$ cat config.mk
export PLATFORM = sky130hd
export DESIGN_NAME = capture_sequencer
export DESIGN_NICKNAME = d
export VERILOG_FILES = /design/src/rtl/capture_pkg.sv /design/src/rtl/capture_sequencer.sv
export SDC_FILE = /design/constraint.sdc
export NUM_CORES = 1
export LEC_CHECK = 0
export CORE_AREA = 2 2 230 232
export CTS_BUF_LIST = sky130_fd_sc_hd__clkbuf_2
export CTS_CLUSTER_SIZE = 25
export DETAILED_ROUTE_END_ITERATION = 10
export DIE_AREA = 0 0 232 234
export PLACE_DENSITY = 0.61
export RECOVER_POWER = 25
export SETUP_SLACK_MARGIN = 0.1
export SLEW_MARGIN = 20
export SYNTH_ARGS = -nofsm -noshare
export SYNTH_HDL_FRONTEND = slang
export SYNTH_SLANG_ARGS = --single-unit
$ cat constraint.sdc
create_clock -name clk -period 17.4 [get_ports clk]
set_input_delay 3.48 -clock clk [delete_from_list [all_inputs] [get_ports clk]]
set_output_delay 3.48 -clock clk [all_outputs]
set_load 0.1 [all_outputs]
$ cat src/rtl/capture_pkg.sv
// Shared types and widths for the capture sequencer: FSM state encoding,
// data/trigger widths and a small state-classification helper.
package capture_pkg;

    localparam int CAP_DATA_W = 256;
    localparam int CAP_TRIG_W = 8;

    typedef enum logic [2:0] {
        IDLE      = 3'd0,
        PRE       = 3'd1,
        WAIT_TRIG = 3'd2,
        POST      = 3'd3,
        DONE      = 3'd4
    } capture_state_t;

    // States in which incoming words are written to the buffer.
    function automatic logic is_capturing(input capture_state_t s);
        return (s == PRE) || (s == WAIT_TRIG) || (s == POST);
    endfunction

endpackage

$ cat src/rtl/capture_sequencer.sv
// Sequences one acquisition: ring-buffer write addressing, pre-trigger fill,
// trigger acceptance, post-trigger countdown and done status.
module capture_sequencer
    import capture_pkg::*;
#(
    parameter int ADDR_W = 12
) (
    input  logic                  clk,
    input  logic                  rst,
    input  logic                  arm,
    input  logic                  abort,
    input  logic [ADDR_W-1:0]     pre_words,
    input  logic [ADDR_W-1:0]     post_words,
    input  logic                  in_valid,
    input  logic [CAP_DATA_W-1:0] in_data,
    input  logic                  in_triggered,
    input  logic [CAP_TRIG_W-1:0] in_trig_sample,
    output logic                  wr_en,
    output logic [ADDR_W-1:0]     wr_addr,
    output logic [CAP_DATA_W-1:0] wr_data,
    output logic                  busy,
    output logic                  done,
    output logic [ADDR_W-1:0]     trig_addr,
    output logic [CAP_TRIG_W-1:0] trig_sample
);

    capture_state_t state, state_nxt;

    logic [ADDR_W-1:0]     ptr, ptr_nxt;
    logic [ADDR_W-1:0]     pre_cnt, pre_cnt_nxt, pre_cnt_inc;
    logic [ADDR_W-1:0]     post_cnt, post_cnt_nxt;
    logic [ADDR_W-1:0]     pre_words_q, pre_words_nxt;
    logic [ADDR_W-1:0]     post_words_q, post_words_nxt;
    logic [ADDR_W-1:0]     trig_addr_nxt;
    logic [CAP_TRIG_W-1:0] trig_sample_nxt;
    logic                  wr_en_nxt;
    logic [ADDR_W-1:0]     wr_addr_nxt;
    logic [CAP_DATA_W-1:0] wr_data_nxt;
    logic                  take_word;

    assign pre_cnt_inc = pre_cnt + ADDR_W'(1);

    always_comb begin
        // NOTE: every signal assigned here gets a default first, so no path
        // leaves a value unassigned and no latch is inferred.
        state_nxt       = state;
        ptr_nxt         = ptr;
        pre_cnt_nxt     = pre_cnt;
        post_cnt_nxt    = post_cnt;
        pre_words_nxt   = pre_words_q;
        post_words_nxt  = post_words_q;
        trig_addr_nxt   = trig_addr;
        trig_sample_nxt = trig_sample;
        wr_en_nxt       = 1'b0;
        wr_addr_nxt     = wr_addr;
        wr_data_nxt     = wr_data;
        take_word       = 1'b0;

        if (abort) begin
            // Abort dominates a simultaneous arm and suppresses this cycle's word.
            state_nxt = IDLE;
        end else begin
            unique case (state)
                IDLE, DONE: begin
                    if (arm) begin
                        ptr_nxt         = '0;
                        pre_cnt_nxt     = '0;
                        pre_words_nxt   = pre_words;
                        post_words_nxt  = post_words;
                        trig_addr_nxt   = '0;
                        trig_sample_nxt = '0;
                        state_nxt       = (pre_words == '0) ? WAIT_TRIG : PRE;
                    end
                end
                PRE: begin
                    if (in_valid) begin
                        take_word   = 1'b1;
                        pre_cnt_nxt = pre_cnt_inc;
                        if (pre_cnt_inc == pre_words_q) begin
                            state_nxt = WAIT_TRIG;
                        end
                    end
                end
                WAIT_TRIG: begin
                    if (in_valid) begin
                        take_word = 1'b1;
                        if (in_triggered) begin
                            trig_addr_nxt   = ptr;
                            trig_sample_nxt = in_trig_sample;
                            post_cnt_nxt    = post_words_q;
                            state_nxt       = (post_words_q == '0) ? DONE : POST;
                        end
                    end
                end
                POST: begin
                    if (in_valid) begin
                        take_word    = 1'b1;
                        post_cnt_nxt = post_cnt - ADDR_W'(1);
                        if (post_cnt == ADDR_W'(1)) begin
                            state_nxt = DONE;
                        end
                    end
                end
                default: state_nxt = IDLE;
            endcase
        end

        // The pointer wraps silently, overwriting the oldest words.
        if (take_word) begin
            wr_en_nxt   = 1'b1;
            wr_addr_nxt = ptr;
            wr_data_nxt = in_data;
            ptr_nxt     = ptr + ADDR_W'(1);
        end
    end

    // NOTE: sequential state uses non-blocking assignments so every register
    // samples the pre-edge values computed above.
    always_ff @(posedge clk or posedge rst) begin
        if (rst) begin
            state        <= IDLE;
            ptr          <= '0;
            pre_cnt      <= '0;
            post_cnt     <= '0;
            pre_words_q  <= '0;
            post_words_q <= '0;
            trig_addr    <= '0;
            trig_sample  <= '0;
            wr_en        <= 1'b0;
            wr_addr      <= '0;
            wr_data      <= '0;
        end else begin
            state        <= state_nxt;
            ptr          <= ptr_nxt;
            pre_cnt      <= pre_cnt_nxt;
            post_cnt     <= post_cnt_nxt;
            pre_words_q  <= pre_words_nxt;
            post_words_q <= post_words_nxt;
            trig_addr    <= trig_addr_nxt;
            trig_sample  <= trig_sample_nxt;
            wr_en        <= wr_en_nxt;
            wr_addr      <= wr_addr_nxt;
            wr_data      <= wr_data_nxt;
        end
    end

    // Status follows the registered state, so it lines up with the registered write.
    assign busy = is_capturing(state);
    assign done = (state == DONE);

endmodule

-- After elaboration in Yosys (flattened, before gate mapping)
Cells that the tools add are included.
- $add $sub $neg: 3
- equality and inequality tests: 19
- muxes and demuxes: 32
- bitwise logic cells: 1
- reduce and logical (&&, ||, !) cells: 18
- operators with widths (kind ; count):
    12-bit two-way mux ; 10
    12-bit case mux with 2 select lines ; 3
    3-bit two-way mux ; 9
    12-bit by 1-bit adder with 12-bit output, second input constant ; 2
    12-bit zero test ; 2
    8-bit two-way mux ; 3
    3-bit inequality test, second input constant ; 7
    8-bit case mux with 2 select lines ; 1
    12-bit by 1-bit == test with 1-bit output, second input constant ; 1
    12-bit == test ; 1
    3-bit case mux with 4 select lines ; 1
    12-bit by 1-bit subtractor with 12-bit output, second input constant ; 1
    2-bit inequality test, second input constant ; 5
    5-bit AND reduction ; 2
    2-bit nonzero test ; 5
    7-bit AND reduction ; 1
    3-bit by 2-bit == test with 1-bit output, second input constant ; 2
    3-bit AND reduction ; 2
    1-bit two-way mux ; 4
    4-bit AND reduction ; 1
    3-bit by 1-bit == test with 1-bit output, second input constant ; 1
    3-bit == test, second input constant ; 1
    3-bit zero test ; 1
    3-bit OR reduction ; 1
    5 further kinds ; 6
- register bits after elaboration: 352
- bits of input ports: 294
- output and inout port bits: 291
- word-level logic and storage cells: 84

-- Depth between registers and ports, before layout
Gate-level depths: netlist of the first run.
- depth in word-level cells: 6
- gate-level depth with buffers: 8
- mapped depth without buffers: 8

-- Worst setup path after synthesis of the first run
Ideal clock, no wire load.
- kind: register to output
- from: reg state[1]
- to: out busy
- arrival time: 1.762 ns
- data required time: 13.920 ns
- slack: 12.158 ns
- stages on the path, launching flop included: 3
- buffers on the path: 0
- cell sequence: dfrtp_1 -> nor2_1 -> nor2_1
- word-level cells in the longest chain between the ends: 3
- elaborated cells on any way between the ends: 5
- classes of those cells: 3 x eq/ne; 2 x reduce/logical
- RTL lines (element ; RTL line ; source):
    start, declared ; capture_sequencer.sv:27 ; capture_state_t state, state_nxt;
    start signal, assigned ; capture_sequencer.sv:133 ; state <= state_nxt;
    3-bit by 1-bit == test with 1-bit output or 3-bit by 2-bit == test with 1-bit output (tied branches) ; capture_pkg.sv:18 ; return (s == PRE) || (s == WAIT_TRIG) || (s == POST);
    1-bit logical OR ; capture_pkg.sv:18 ;
    1-bit logical OR (*) ; capture_pkg.sv:18 ;
    end, declared ; capture_sequencer.sv:21 ; output logic busy,
Mark *: on every way between the ends. The rest lies on a longest branch, timed or not.

==> reports/results.txt, run 1 <==
status = finished, violations left
failing checks = max-capacitance violations, max-slew violations
largest area contributor in the netlist = dfrtp_1
first-pass GRT wire length = 75000 um
Reg clk slew, reported paths = 0.09 ns
final WL = 49800 um
vias in the first global route = 13300
Avg Vias per Cell = 4.43
HPWL after DPL = 35200 um
Die Y = 234 um
WL met1 = 19300 um
clk_skew = 0.0449 ns
proportion of layout cells with a drive suffix above 1 = 0.0764
worst reg-to-reg path cell count = 7
post-synthesis xor/xnor area fraction = 0.00610
routed wire length on met2 = 24900 um
minimum clock period = 10.57 ns
Yosys top cell area share = 0.614
count leader, synth = nand2_1
final max-slew violation count = 387
post-cts resize count = 0
Avg Inst Size Synth = 8.64 sq um
Critical Path Fanout Max = 138
Worst Hold Launch = wr_data[4]$_DFFE_PP0P_
Worst Max-Slew Pin Slew = 6.09 ns
slowest stage cell, crit path = clkinvlp_2
Setup crit start kind = input port
Post-Place Worst Slack = 10.26 ns
Setup crit end kind = asynchronous set/reset pin
drt pass-1 iters = 6
Rows = 84
Placer Congestion = 0.821
layout net count = 2569
Post-CTS Setup Bufs = 0
fill count = 5223
Hold Path End = wr_data[4]$_DFFE_PP0P_
Worst EP arrival = 11.61 ns
setup slack, reg-to-reg = 13.17 ns
Max-slew headroom = -3.08
P&R area growth vs syn = 50.5%
drc violations = 0
placeable core area = 52000 sq um
RR Endpoint = wr_data[201]$_DFFE_PP0P_
initial antenna violation count = 4
syn nets = 1960
adder-cell share of the synthesized area = 0.00436
CP required = 18.44 ns
Vias = 13400
Commonest cells post-synth = nand2_1 (945), dfrtp_1 (352), clkbuf_1 (78), o21ai_0 (47), nor2_1 (43)
I/O pins = 585
Sink Count = 352
final worst path period share = 0.607
CTS Hold Buffers Added = 0
Yosys reg bits = 352
Synth Area in Compound Gates = 0.0515
initial detailed-routing violation count = 768
Clk Latency, worst-skew pair = 1.02 ns
Wirelength per Cell = 16.5 um
slack of the critical path = 6.83 ns
Cell variety after synth = 57
met3 routed WL = 4140 um
synthesized area = 14400 sq um
mux share of post-synthesis cell area = 0.00209
Critical R2R Launch = state[0]$_DFFE_PP0P_
Initial Util = 0.276
Post-Synth Simple-Gate Area = 0.296
setup_tns = 0 ns
ranking of synthesized cells by area = dfrtp_1 (61%), nand2_1 (25%), clkbuf_1 (2.0%)
gr usage total = 0.178
top routing layer in use = met5
ys flop type = dfrtp_1
final-report hold violation count = 0
largest family of logic cells by synthesized area = simple AND/OR/NAND/NOR gates
CTS tree = done
Die Wd = 232 um
crit path cell chain = dlygate4sd3_1, clkinvlp_2, clkbuf_1, buf_4
gr ovfl total = 0
Num CTS Buffers = 97
Critical Path Max Stage Delay = 3.38 ns
RSZ-0062 raised after global routing = false
clk buf depth = 3
Post-Synthesis Cells = 1661
CP Class = in -> async
hold path depth = 2
Post-synth EDFFs = 0
Port Buffers = 584
Yosys Warn Count = 0
max-cap viol count = 6
post-route ant nets = 0
asr flop ratio synth = 1.00
Hold Crit Class = reg -> reg
largest net degree at the start of global routing = 139
FMAX = 94.6 MHz
H-tree depth = 3
Seq/Total Area, Yosys = 0.614
die area = 54300 sq um
# setup viols final = 0
root buffer cell = clkbuf_2
==> layer usage <==
| layer | vias to the layer above | global-route usage |
|---|---|---|
| met5 | - | 0 |
| met4 | 6 | 0.0753 |
| met3 | 89 | 0.0635 |
| met2 | 471 | 0.300 |
| met1 | 6337 | 0.205 |
| li1 | 6487 | - |
==> through the flow <==
| step | area, sq um | utilization | hold WS [ns] | cells |
|---|---|---|---|---|
| 2_1_floorplan | 14400 | - | 0.457 | 1661 |
| 3_3_place_gp | 20800 | 0.399 | 0.456 | 2857 |
| 3_5_place_dp | 20800 | 0.399 | 0.461 | 2857 |
| 4_1_cts | 21600 | 0.415 | 0.482 | 3017 |
| 5_1_grt | 21600 | 0.415 | 0.498 | 3020 |
| 6_report | 21600 | 0.415 | 0.477 | 3020 |
==> kinds of logic after synthesis <==
| group | after synthesis |
|---|---|
| xor gates and xnor gates | 10 |
| adders and majority gates | 5 |
| DFF | 352 |
| and+or+nand+nor | 1073 |
| muxes | 3 |
| AOI/OAI and AO/OA | 124 |
| buffers and inverters | 94 |
==> how the worst max path moves through the flow <==
stage                         start                        to  cells after the start  slack (ns)
2_1_floorplan                   rst   post_cnt[0]$_DFFE_PP0P_                      1        4.16
3_3_place_gp                  abort  wr_data[201]$_DFFE_PP0P_                      6       10.33
3_5_place_dp                  abort  wr_data[201]$_DFFE_PP0P_                      6       10.26
4_1_cts        state[0]$_DFFE_PP0P_                      done                      3       10.38
5_1_grt                         rst  wr_data[198]$_DFFE_PP0P_                      4        5.21
6_report                        rst  wr_data[121]$_DFFE_PP0P_                      4        6.83
==> critical path, delay by kind of cell <==
kind                   cells  cell delay (ns)
buffers and inverters      4             8.01
==> layout by cell type, fill, tap and decap left out, drive strengths merged, types with 9 or more instances in the layout <==
master	instances
a21oi	25
buf	18
clkbuf	141
clkdlybuf4s50	572
clkinv	19
dfrtp	352
inv	9
nand2	945
nand3	25
nor2	45
nor3	11
o21ai	61
==> area by class of cell <==
class | instances | area [sq um] | share of cell area
Multi-Input combinational cell | 1215 | 5140 | 0.238
Clock inverter | 21 | 108 | 0.00498
Inverter | 9 | 42.5 | 0.00197
Clock buffer | 139 | 696 | 0.0322
Sequential cell | 352 | 8810 | 0.408
Antenna cell | 1 | 2.50 | 0.000116
Timing Repair Buffer | 595 | 5940 | 0.275
Tap cell | 688 | 861 | 0.0399
==> sequential cells by signal (all words and copies together), names as in the netlist, 8 cells and up <==
name	count
post_cnt	12
wr_data	256
pre_words_q	12
trig_sample	8
pre_cnt	12
ptr	12
post_words_q	12
trig_addr	12
wr_addr	12
Power of run 1 is not shown: default switching activity piles up to over one toggle a cycle in this logic, so the estimate is an artifact.
==> run 2: changes to the inputs <==
--- a/config.mk
+++ b/config.mk
@@ -10,7 +10,7 @@
 export CTS_CLUSTER_SIZE = 25
 export DETAILED_ROUTE_END_ITERATION = 10
 export DIE_AREA = 0 0 232 234
-export PLACE_DENSITY = 0.61
+export PLACE_DENSITY = 0.63
 export RECOVER_POWER = 25
 export SETUP_SLACK_MARGIN = 0.1
 export SLEW_MARGIN = 20
==> constraint.sdc (replaced) <==
create_clock -name clk -period 9.1 [get_ports clk]
set_input_delay 1.82 -clock clk [delete_from_list [all_inputs] [get_ports clk]]
set_output_delay 1.82 -clock clk [all_outputs]
set_load 0.1 [all_outputs]
==> run 2 against run 1 <==
Against the previous run:
- the run still ends with max-capacitance violations, max-slew violations left
- clock-buffer cell count down 10
- register-to-register slack worse by 7.8 ns
- via count down 1.1%
- critical path depth down 1
- die area unchanged
- global-route usage down 0.25 points
- flip-flop and latch count unchanged
==> reports/results.txt, run 2 (synthesis results as in run 1) <==
CTS tree = done (unchanged)
Top reg by flops = wr_data (unchanged)
Setup crit start kind = input port (unchanged)
CP Class = in -> async (unchanged)
Num CTS Buffers = 94 (was 97)
final worst path period share = 0.610
first-pass GRT wire length = 73800 um (was 75000 um)
placeable core area = 52000 sq um (unchanged)
Clk Latency, worst-skew pair = 1.04 ns (was 1.02 ns)
# setup viols final = 0 (unchanged)
Vias = 13200 (was 13400)
Sink Count = 352 (unchanged)
Reg clk slew, reported paths = 0.09 ns (about the same)
die area = 54300 sq um (unchanged)
max-cap viol count = 2 (was 6)
design area = 21700 sq um (was 21600 sq um)
Critical Path Max Stage Delay = 3.08 ns (was 3.38 ns)
Worst Max-Slew Pin Slew = 4.42 ns (was 6.09 ns)
Post-CTS Setup Bufs = 0 (unchanged)
Placer Congestion = 0.838 (was 0.821)
proportion of layout cells with a drive suffix above 1 = 0.0734 (was 0.0764)
Layout Utilization = 0.417 (was 0.415)
root buffer cell = clkbuf_2 (unchanged)
Hold Crit Class = reg -> reg (unchanged)
Max-slew headroom = -1.94 (was -3.08)
Die Y = 234 um (unchanged)
final WL = 49500 um (was 49800 um)
clk_skew = 0.0852 ns (was 0.0449 ns)
initial antenna violation count = 6 (was 4)
setup_tns = 0 ns (unchanged)
largest net degree at the start of global routing = 173 (was 139)
final-report hold violation count = 0 (unchanged)
Rows = 84 (unchanged)
RSZ-0062 raised after global routing = false (unchanged)
gr ovfl total = 0 (unchanged)
clk buf depth = 3 (unchanged)
minimum clock period = 5.55 ns
gr usage total = 0.176 (was 0.178)
most common cell after layout, fill and taps aside = nand2_1 (unchanged)
initial detailed-routing violation count = 581 (was 768)
crit path cell chain = dlygate4sd3_1, clkinvlp_4, clkbuf_1 (was dlygate4sd3_1, clkinvlp_2, clkbuf_1, buf_4)
post-cts resize count = 0 (unchanged)
Worst EP arrival = 5.60 ns (was 11.61 ns)
CTS Hold Buffers Added = 0 (unchanged)
max reg flops = 256 (unchanged)
Top Family by Delay on Critical Path = buffers and inverters (unchanged)
HPWL after DPL = 35100 um (was 35200 um)
Critical Path Fanout Max = 77 (was 138)
P&R area growth vs syn = 50.9% (was 50.5%)
Wirelength per Cell = 16.4 um (was 16.5 um)
drt pass-1 iters = 5 (was 6)
slowest stage cell, crit path = clkbuf_1 (was clkinvlp_2)
H-tree depth = 3 (unchanged)
Setup crit end kind = asynchronous set/reset pin (unchanged)
Avg Vias per Cell = 4.38 (was 4.43)
I/O pins = 585 (unchanged)
fill count = 5227 (was 5223)
FMAX = 180 MHz
CP required = 9.15 ns (was 18.44 ns)
post-route ant nets = 0 (unchanged)
drc violations = 0 (unchanged)
failing checks = max-capacitance violations, max-slew violations (unchanged)
WP buf/inv = 3 (was 4)
most frequent cells in the layout = nand2_1 (945), clkdlybuf4s50_1 (580), dfrtp_1 (352) (was nand2_1 (945), clkdlybuf4s50_1 (572), dfrtp_1 (352))
placed instance area = 20800 sq um (about the same)
Initial Util = 0.276 (unchanged)
layout net count = 2568 (was 2569)
final max-slew violation count = 109 (was 387)
setup slack, reg-to-reg = 5.35 ns (was 13.17 ns)
Die Wd = 232 um (unchanged)
vias in the first global route = 13200 (was 13300)
Port Buffers = 584 (unchanged)
status = finished, violations left (unchanged)
-- run 2: cell types whose count changed in the layout (fill, tap and decap cells not counted), sizes merged --
cell / change
clkdlybuf4s50: +8
clkinvlp: +1
inv: +2
buf: -6
clkbuf: -10
diode: +2
bufinv: +1
clkinv: +4
-- run 2: per-layer routing --
| metal | wire [um] | GRT usage | vias to the layer above |
|---|---|---|---|
| li1 | - | - | 6471 |
| met1 | 19300 | 0.202 | 6138 |
| met2 | 23300 | 0.279 | 498 |
| met3 | 4500 | 0.0696 | 126 |
| met4 | 2370 | 0.0990 | 6 |
| met5 | 38 | 0 | - |
-- run 2: metrics by stage --
step | setup WS [ns] | cells | hold WS, ns
after floorplan | 2.57 | 1661 | 0.457
after global placement | 3.93 | 2860 | 0.457
after detailed placement | 3.81 | 2860 | 0.461
after CTS | 3.69 | 3018 | 0.482
after global routing | 2.63 | 3021 | 0.499
final | 3.55 | 3022 | 0.476
-- run 2: worst paths after layout --
check                                    startpoint  depth (start not counted)                  endpoint
min in group asynchronous                       rst                          3       ptr[11]$_DFFE_PP0P_
min                        wr_data[120]$_DFFE_PP0P_                          2  wr_data[120]$_DFFE_PP0P_
min reg2reg                wr_data[120]$_DFFE_PP0P_                          2  wr_data[120]$_DFFE_PP0P_
max reg2reg                    state[0]$_DFFE_PP0P_                          6   wr_data[57]$_DFFE_PP0P_
max                                             rst                          3   wr_data[46]$_DFFE_PP0P_
max in group clk               state[0]$_DFFE_PP0P_                          3                      done
-- run 2: worst min-delay path, cell delays in order, from the launching register on --
cell     delay, ns
dfrtp_1       0.35
nand2_1       0.05
nand2_1       0.05
-- run 2: area by class of cell --
cell class	instances	area (sq um)	area share
well taps	688	861	0.0397
repair buffers	597	5960	0.275
clock buffers	129	646	0.0298
multi-input cells	1215	5170	0.238
flip-flops and latches	352	8810	0.406
inverters	9	45.0	0.00208
clock inverters	29	175	0.00808
diodes	3	7.51	0.000346
Power of run 2 is left out for the same reason.
==> run 3: changes to the inputs <==
==> constraint.sdc (replaced) <==
create_clock -name clk -period 4.55 [get_ports clk]
set_input_delay 0.91 -clock clk [delete_from_list [all_inputs] [get_ports clk]]
set_output_delay 0.91 -clock clk [all_outputs]
set_load 0.1 [all_outputs]
==> run 3 against run 2 <==
Against the previous run:
- the run still ends with max-capacitance violations, max-slew violations left
- core utilization increased by 0.29 points
- non-clock buffer count rose by 7
- clock skew barely moved
- register-to-register slack got worse by 3.6 ns
- critical path depth rose by 1
- flip-flop and latch count unchanged
- worst hold slack got worse by 0.13 ns
- first-iteration DRC count increased by 33%
- global-route usage increased by 0.25 points
- clock-buffer cell count grew 17
==> reports/results.txt, run 3 (synthesis results as in run 1) <==
FMAX = 246 MHz
Hold Crit Class = in -> reg (was reg -> reg)
worst reg-to-reg path cell count = 7 (was 6)
top routing layer in use = met5 (unchanged)
Sink Count = 352 (unchanged)
fill count = 5182 (was 5227)
crit path cell chain = buf_4, nor2_1, and2_1, clkdlybuf4s50_1 (was dlygate4sd3_1, clkinvlp_4, clkbuf_1)
minimum clock period = 4.06 ns
CP Class = reg -> out (was in -> async)
largest net degree at the start of global routing = 155 (was 173)
Top reg by flops = wr_data (unchanged)
placeable core area = 52000 sq um (unchanged)
RR Endpoint = state[0]$_DFFE_PP0P_ (was wr_data[57]$_DFFE_PP0P_)
status = finished, violations left (unchanged)
Worst Max-Slew Pin Slew = 2.25 ns (was 4.42 ns)
final max-slew violation count = 78 (was 109)
failing checks = max-capacitance violations, max-slew violations (unchanged)
Setup crit end kind = primary output (was asynchronous set/reset pin)
gr usage total = 0.178 (was 0.176)
Placer Congestion = 0.864 (was 0.838)
post-cts resize count = 0 (unchanged)
Die Wd = 232 um (unchanged)
I/O pins = 585 (unchanged)
HPWL after DPL = 36100 um (was 35100 um)
Rows = 84 (unchanged)
final-report hold violation count = 0 (unchanged)
Critical R2R Launch = post_cnt[8]$_DFFE_PP0P_ (was state[0]$_DFFE_PP0P_)
Initial Util = 0.276 (unchanged)
met3 routed WL = 4530 um (was 4500 um)
routed wire length on met2 = 24000 um (was 23300 um)
Clk Latency, worst-skew pair = 1.05 ns (was 1.04 ns)
first-pass GRT wire length = 75000 um (was 73800 um)
layout net count = 2579 (was 2568)
most frequent cells in the layout = nand2_1 (945), clkdlybuf4s50_1 (581), dfrtp_1 (352) (was nand2_1 (945), clkdlybuf4s50_1 (580), dfrtp_1 (352))
final WL = 50300 um (was 49500 um)
CP required = 3.64 ns (was 9.15 ns)
CTS Hold Buffers Added = 0 (unchanged)
Setup crit start kind = flop (was input port)
vias in the first global route = 13300 (was 13200)
slowest stage cell, crit path = clkdlybuf4s50_1 (was clkbuf_1)
most common cell after layout, fill and taps aside = nand2_1 (unchanged)
setup slack, reg-to-reg = 1.74 ns (was 5.35 ns)
Post-CTS Setup Bufs = 0 (unchanged)
max reg flops = 256 (unchanged)
RSZ-0062 raised after global routing = false (unchanged)
Crit. Startpoint = state[0]$_DFFE_PP0P_ (was rst)
post-route ant nets = 0 (unchanged)
gr ovfl total = 0 (unchanged)
Worst EP arrival = 3.15 ns (was 5.60 ns)
final worst path period share = 0.892
Reg clk slew, reported paths = 0.10 ns (was 0.09 ns)
initial antenna violation count = 5 (was 6)
Port Buffers = 584 (unchanged)
WL met1 = 19800 um (was 19300 um)
Critical Path Max Stage Delay = 1.13 ns (was 3.08 ns)
# setup viols final = 0 (unchanged)
clk_skew = 0.0850 ns (was 0.0852 ns)
root buffer cell = clkbuf_2 (unchanged)
clk buf depth = 3 (unchanged)
setup_tns = 0 ns (unchanged)
die area = 54300 sq um (unchanged)
Vias = 13400 (was 13200)
Avg Vias per Cell = 4.41 (was 4.38)
P&R area growth vs syn = 52.0% (was 50.9%)
Reg area = 8810 sq um (unchanged)
H-tree depth = 3 (unchanged)
initial detailed-routing violation count = 774 (was 581)
Critical Path Fanout Max = 22 (was 77)
Die Y = 234 um (unchanged)
drc violations = 0 (unchanged)
crit path to = done (was wr_data[46]$_DFFE_PP0P_)
proportion of layout cells with a drive suffix above 1 = 0.0832 (was 0.0734)
Wirelength per Cell = 16.5 um (was 16.4 um)
CTS tree = done (unchanged)
Num CTS Buffers = 98 (was 94)
area of the multi-input gates = 5170 sq um (unchanged)
drt pass-1 iters = 5 (unchanged)
max-cap viol count = 2 (unchanged)
Max-slew headroom = -0.500 (was -1.94)
## run 3: critical path: cells and delay by family (launching register included)
family / cells / cell delay [ns]
buffers and inverters: 2 / 1.33
and+or+nand+nor: 2 / 0.44
DFF: 1 / 0.37
## run 3: worst min path at each step
stage / start / end / cells after the start
floorplan: pre_cnt[11]$_DFFE_PP0P_ / pre_cnt[11]$_DFFE_PP0P_ / 1
global placement: wr_data[237]$_DFFE_PP0P_ / wr_data[237]$_DFFE_PP0P_ / 2
detailed placement: wr_data[10]$_DFFE_PP0P_ / wr_data[10]$_DFFE_PP0P_ / 2
CTS: in_data[219] / wr_data[219]$_DFFE_PP0P_ / 3
global route: in_data[135] / wr_data[135]$_DFFE_PP0P_ / 3
finish: in_data[219] / wr_data[219]$_DFFE_PP0P_ / 3
## run 3: per-layer routing
| metal | global-route usage | up-vias |
|---|---|---|
| met5 | 0 | - |
| met4 | 0.0907 | 6 |
| met3 | 0.0665 | 100 |
| met2 | 0.284 | 539 |
| met1 | 0.210 | 6258 |
| li1 | - | 6516 |
## run 3: final cells by class
| type | instances | area share |
|---|---|---|
| sequential | 352 | 0.404 |
| inverter | 9 | 0.00195 |
| antenna | 3 | 0.000344 |
| tap | 688 | 0.0395 |
| multi-input combinational | 1215 | 0.237 |
| timing repair buffer | 604 | 0.276 |
| clock inverter | 29 | 0.00837 |
| clock buffer | 146 | 0.0335 |
## run 3: through the flow
| stage | hold slack, ns | util | instance area, sq um | cells | setup WS (ns) |
|---|---|---|---|---|---|
| floorplan | 0.457 | - | 14400 | 1661 | -1.07 |
| global placement | 0.457 | 0.403 | 21000 | 2868 | 1.22 |
| detailed placement | 0.461 | 0.403 | 20900 | 2868 | 1.18 |
| finish | 0.342 | 0.419 | 21800 | 3046 | 0.492 |
| global route | 0.159 | 0.419 | 21800 | 3045 | 0.172 |
| CTS | 0.0905 | 0.420 | 21900 | 3043 | 0.286 |
Power of run 3 is left out for the same reason.
==> patch: new RTL, flow settings as in run 2 <==
`CAP_TRIG_W`: 8 -> 12.
--- a/src/rtl/capture_pkg.sv
+++ b/src/rtl/capture_pkg.sv
@@ -4,5 +4,5 @@
 
     localparam int CAP_DATA_W = 256;
-    localparam int CAP_TRIG_W = 8;
+    localparam int CAP_TRIG_W = 12;
 
     typedef enum logic [2:0] {
Interface: changed (resized in_trig_sample and trig_sample); port bits go from 585 to 593. No check against the original RTL was run, so the function may have changed too.
==> patch against run 2 <==
The run still ends with max-capacitance violations, max-slew violations left; worst setup slack got worse by 0.46 ns; die area unchanged; sequential cell count up 4; non-clock buffer count up 2; design area rose by 1.0%; wire length increased by 1.5%; synthesized area increased by 0.94%; critical endpoint is now wr_data[142].
Power is left out: the tool's default activity adds up to more than one toggle a clock period on the data nets, which glitch-free logic cannot reach.
==> patch: results (changes against run 2) <==
Post-DP Area: 21000 um2 (was 20800 um2)
htree depth: 3 (unchanged)
Max Root-Sink Buffers: 3 (unchanged)
Compound-Gate Fraction of Synth Area: 0.0515 (about the same)
placed cells: 2869 (was 2860)
vias in the first global route: 13600 (was 13200)
GRT Util Overall: 0.178 (was 0.176)
Top delay family on crit path: buffers and inverters (unchanged)
Final Non-Filler Cells: 3047 (was 3022)
share of cells above drive strength 1: 0.0746 (was 0.0734)
post-CTS sizing: 0 (unchanged)
Rel. slew slack: -1.59 (was -1.94)
failing checks: max-capacitance violations, max-slew violations (unchanged)
Starting DRT DRC Count: 628 (was 581)
top_reg_cell synth: dfrtp_1 (unchanged)
DRT Pass-1 Iters: 6 (was 5)
largest net degree at the start of global routing: 192 (was 173)
Skew-Pair Late Insertion Delay: 1.02 ns (was 1.04 ns)
worst hold path class: flop to flop (unchanged)
Ys Warns: 0 (unchanged)
CTS Buf Count: 97 (was 94)
clock root cell: clkbuf_2 (unchanged)
worst-path maximum fanout: 152 (was 77)
HPWL Detailed: 35.1 mm (about the same)
max cap viols: 3 (was 2)
cell count after synthesis: 1674 (was 1661)
Syn-to-layout area delta: 51.1% (was 50.9%)
first-pass GRT wire length: 75.6 mm (was 73.8 mm)
post-synthesis sequential area ratio: 0.615 (was 0.614)
XOR/XNOR Fraction of Synth Area: 0.00725 (was 0.00610)
CP arrival: 6.22 ns (was 5.60 ns)
Filler Cells Inserted: 5191 (was 5227)
Synth Area in Adders: 0.00432 (was 0.00436)
post-CTS setup buffers: 0 (unchanged)
top cells by area in the synthesized netlist: dfrtp_1, nand2_1, clkbuf_1 (unchanged)
multiplexer share of the synthesized area: 0.000691 (was 0.00209)
routed len/inst: 16.5 um (was 16.4 um)
status: finished with violations (unchanged)
final clock skew: 0.0765 ns (was 0.0852 ns)
max FFs per register: 256 (unchanged)
initial antenna violation count: 2 (was 6)
slowest CP cell: clkbuf_2 (was clkbuf_1)
synth unique cells: 48 (was 57)
max incr delay on CP: 2.76 ns (was 3.08 ns)
CTS clk-pin slew, worst paths: 0.09 ns (about the same)
Via-to-Cell Ratio: 4.43 (was 4.38)
Top reg by flops: wr_data (unchanged)
Mapped Nets: 1977 (was 1960)
nets@finish: 2585 (was 2568)
pre-CTS setup slack: 3.63 ns (was 3.81 ns)
Placer Congestion: 0.838 (about the same)
FFs w/ async S/R, synth: 1.00 (unchanged)
synth cell count leaders: nand2_1, dfrtp_1, clkbuf_1 (unchanged)
Pins Over Slew Limit: 239 (was 109)
I/O Buffers: 592 (was 584)
-- patch: cell count changes after synthesis, sizes merged, moves of 3 or more --
cell / before / now
dfrtp: 352 / 356
nor3: 11 / 14
nand2: 945 / 941
clkbuf: 79 / 86
or2b: 6 / 0
nor2b: 1 / 5
nand3: 25 / 21
o22a: 1 / 4
nor2: 45 / 42
nor4b: 0 / 3
inv: 9 / 12
-- patch: worst paths after layout --
kind                               from      endpoint  slack, ns  cells after the start
setup / recovery                    rst  wr_data[142]       3.09                      3
hold / removal             wr_data[178]  wr_data[178]       0.48                      2
setup reg to reg               state[0]   wr_data[36]       5.75                      6
hold reg to reg            wr_data[178]  wr_data[178]       0.48                      2
max in group clk               state[0]          done       3.95                      3
min in group asynchronous           rst  wr_data[168]       1.60                      2
-- patch: area by class of cell --
| class | count | share of cell area |
|---|---|---|
| sequential | 356 | 0.407 |
| antenna | 1 | 0.000114 |
| inverter | 12 | 0.00246 |
| clock inverter | 35 | 0.00783 |
| timing repair buffer | 599 | 0.274 |
| clock buffer | 140 | 0.0320 |
| tap | 688 | 0.0393 |
| multi-input combinational | 1216 | 0.237 |
-- patch: cells by family (layout without fill, tap and decap cells) --
logic type,count (synthesis),in the layout
compound gates,124,124
xor+xnor,12,12
fa+ha+maj,5,5
buf+inv,102,786
flops,356,356
mux,1,1
other cells,0,1
simple gates,1074,1074
-- patch: worst min-delay path, cell delays in order, from the launching register on --
cell	delay, ns
dfrtp_1	0.35
nand2_1	0.05
nand2_1	0.05
-- patch: per-layer routing --
metal / vias to the layer above / wire length [um] / global-route usage / share of wire
met5: - / 0 / 0 / 0
met3: 104 / 3970 / 0.0661 / 0.079
met4: 0 / 1550 / 0.0699 / 0.031
met2: 463 / 24200 / 0.289 / 0.48
met1: 6392 / 20400 / 0.214 / 0.41
li1: 6551 / - / - / -
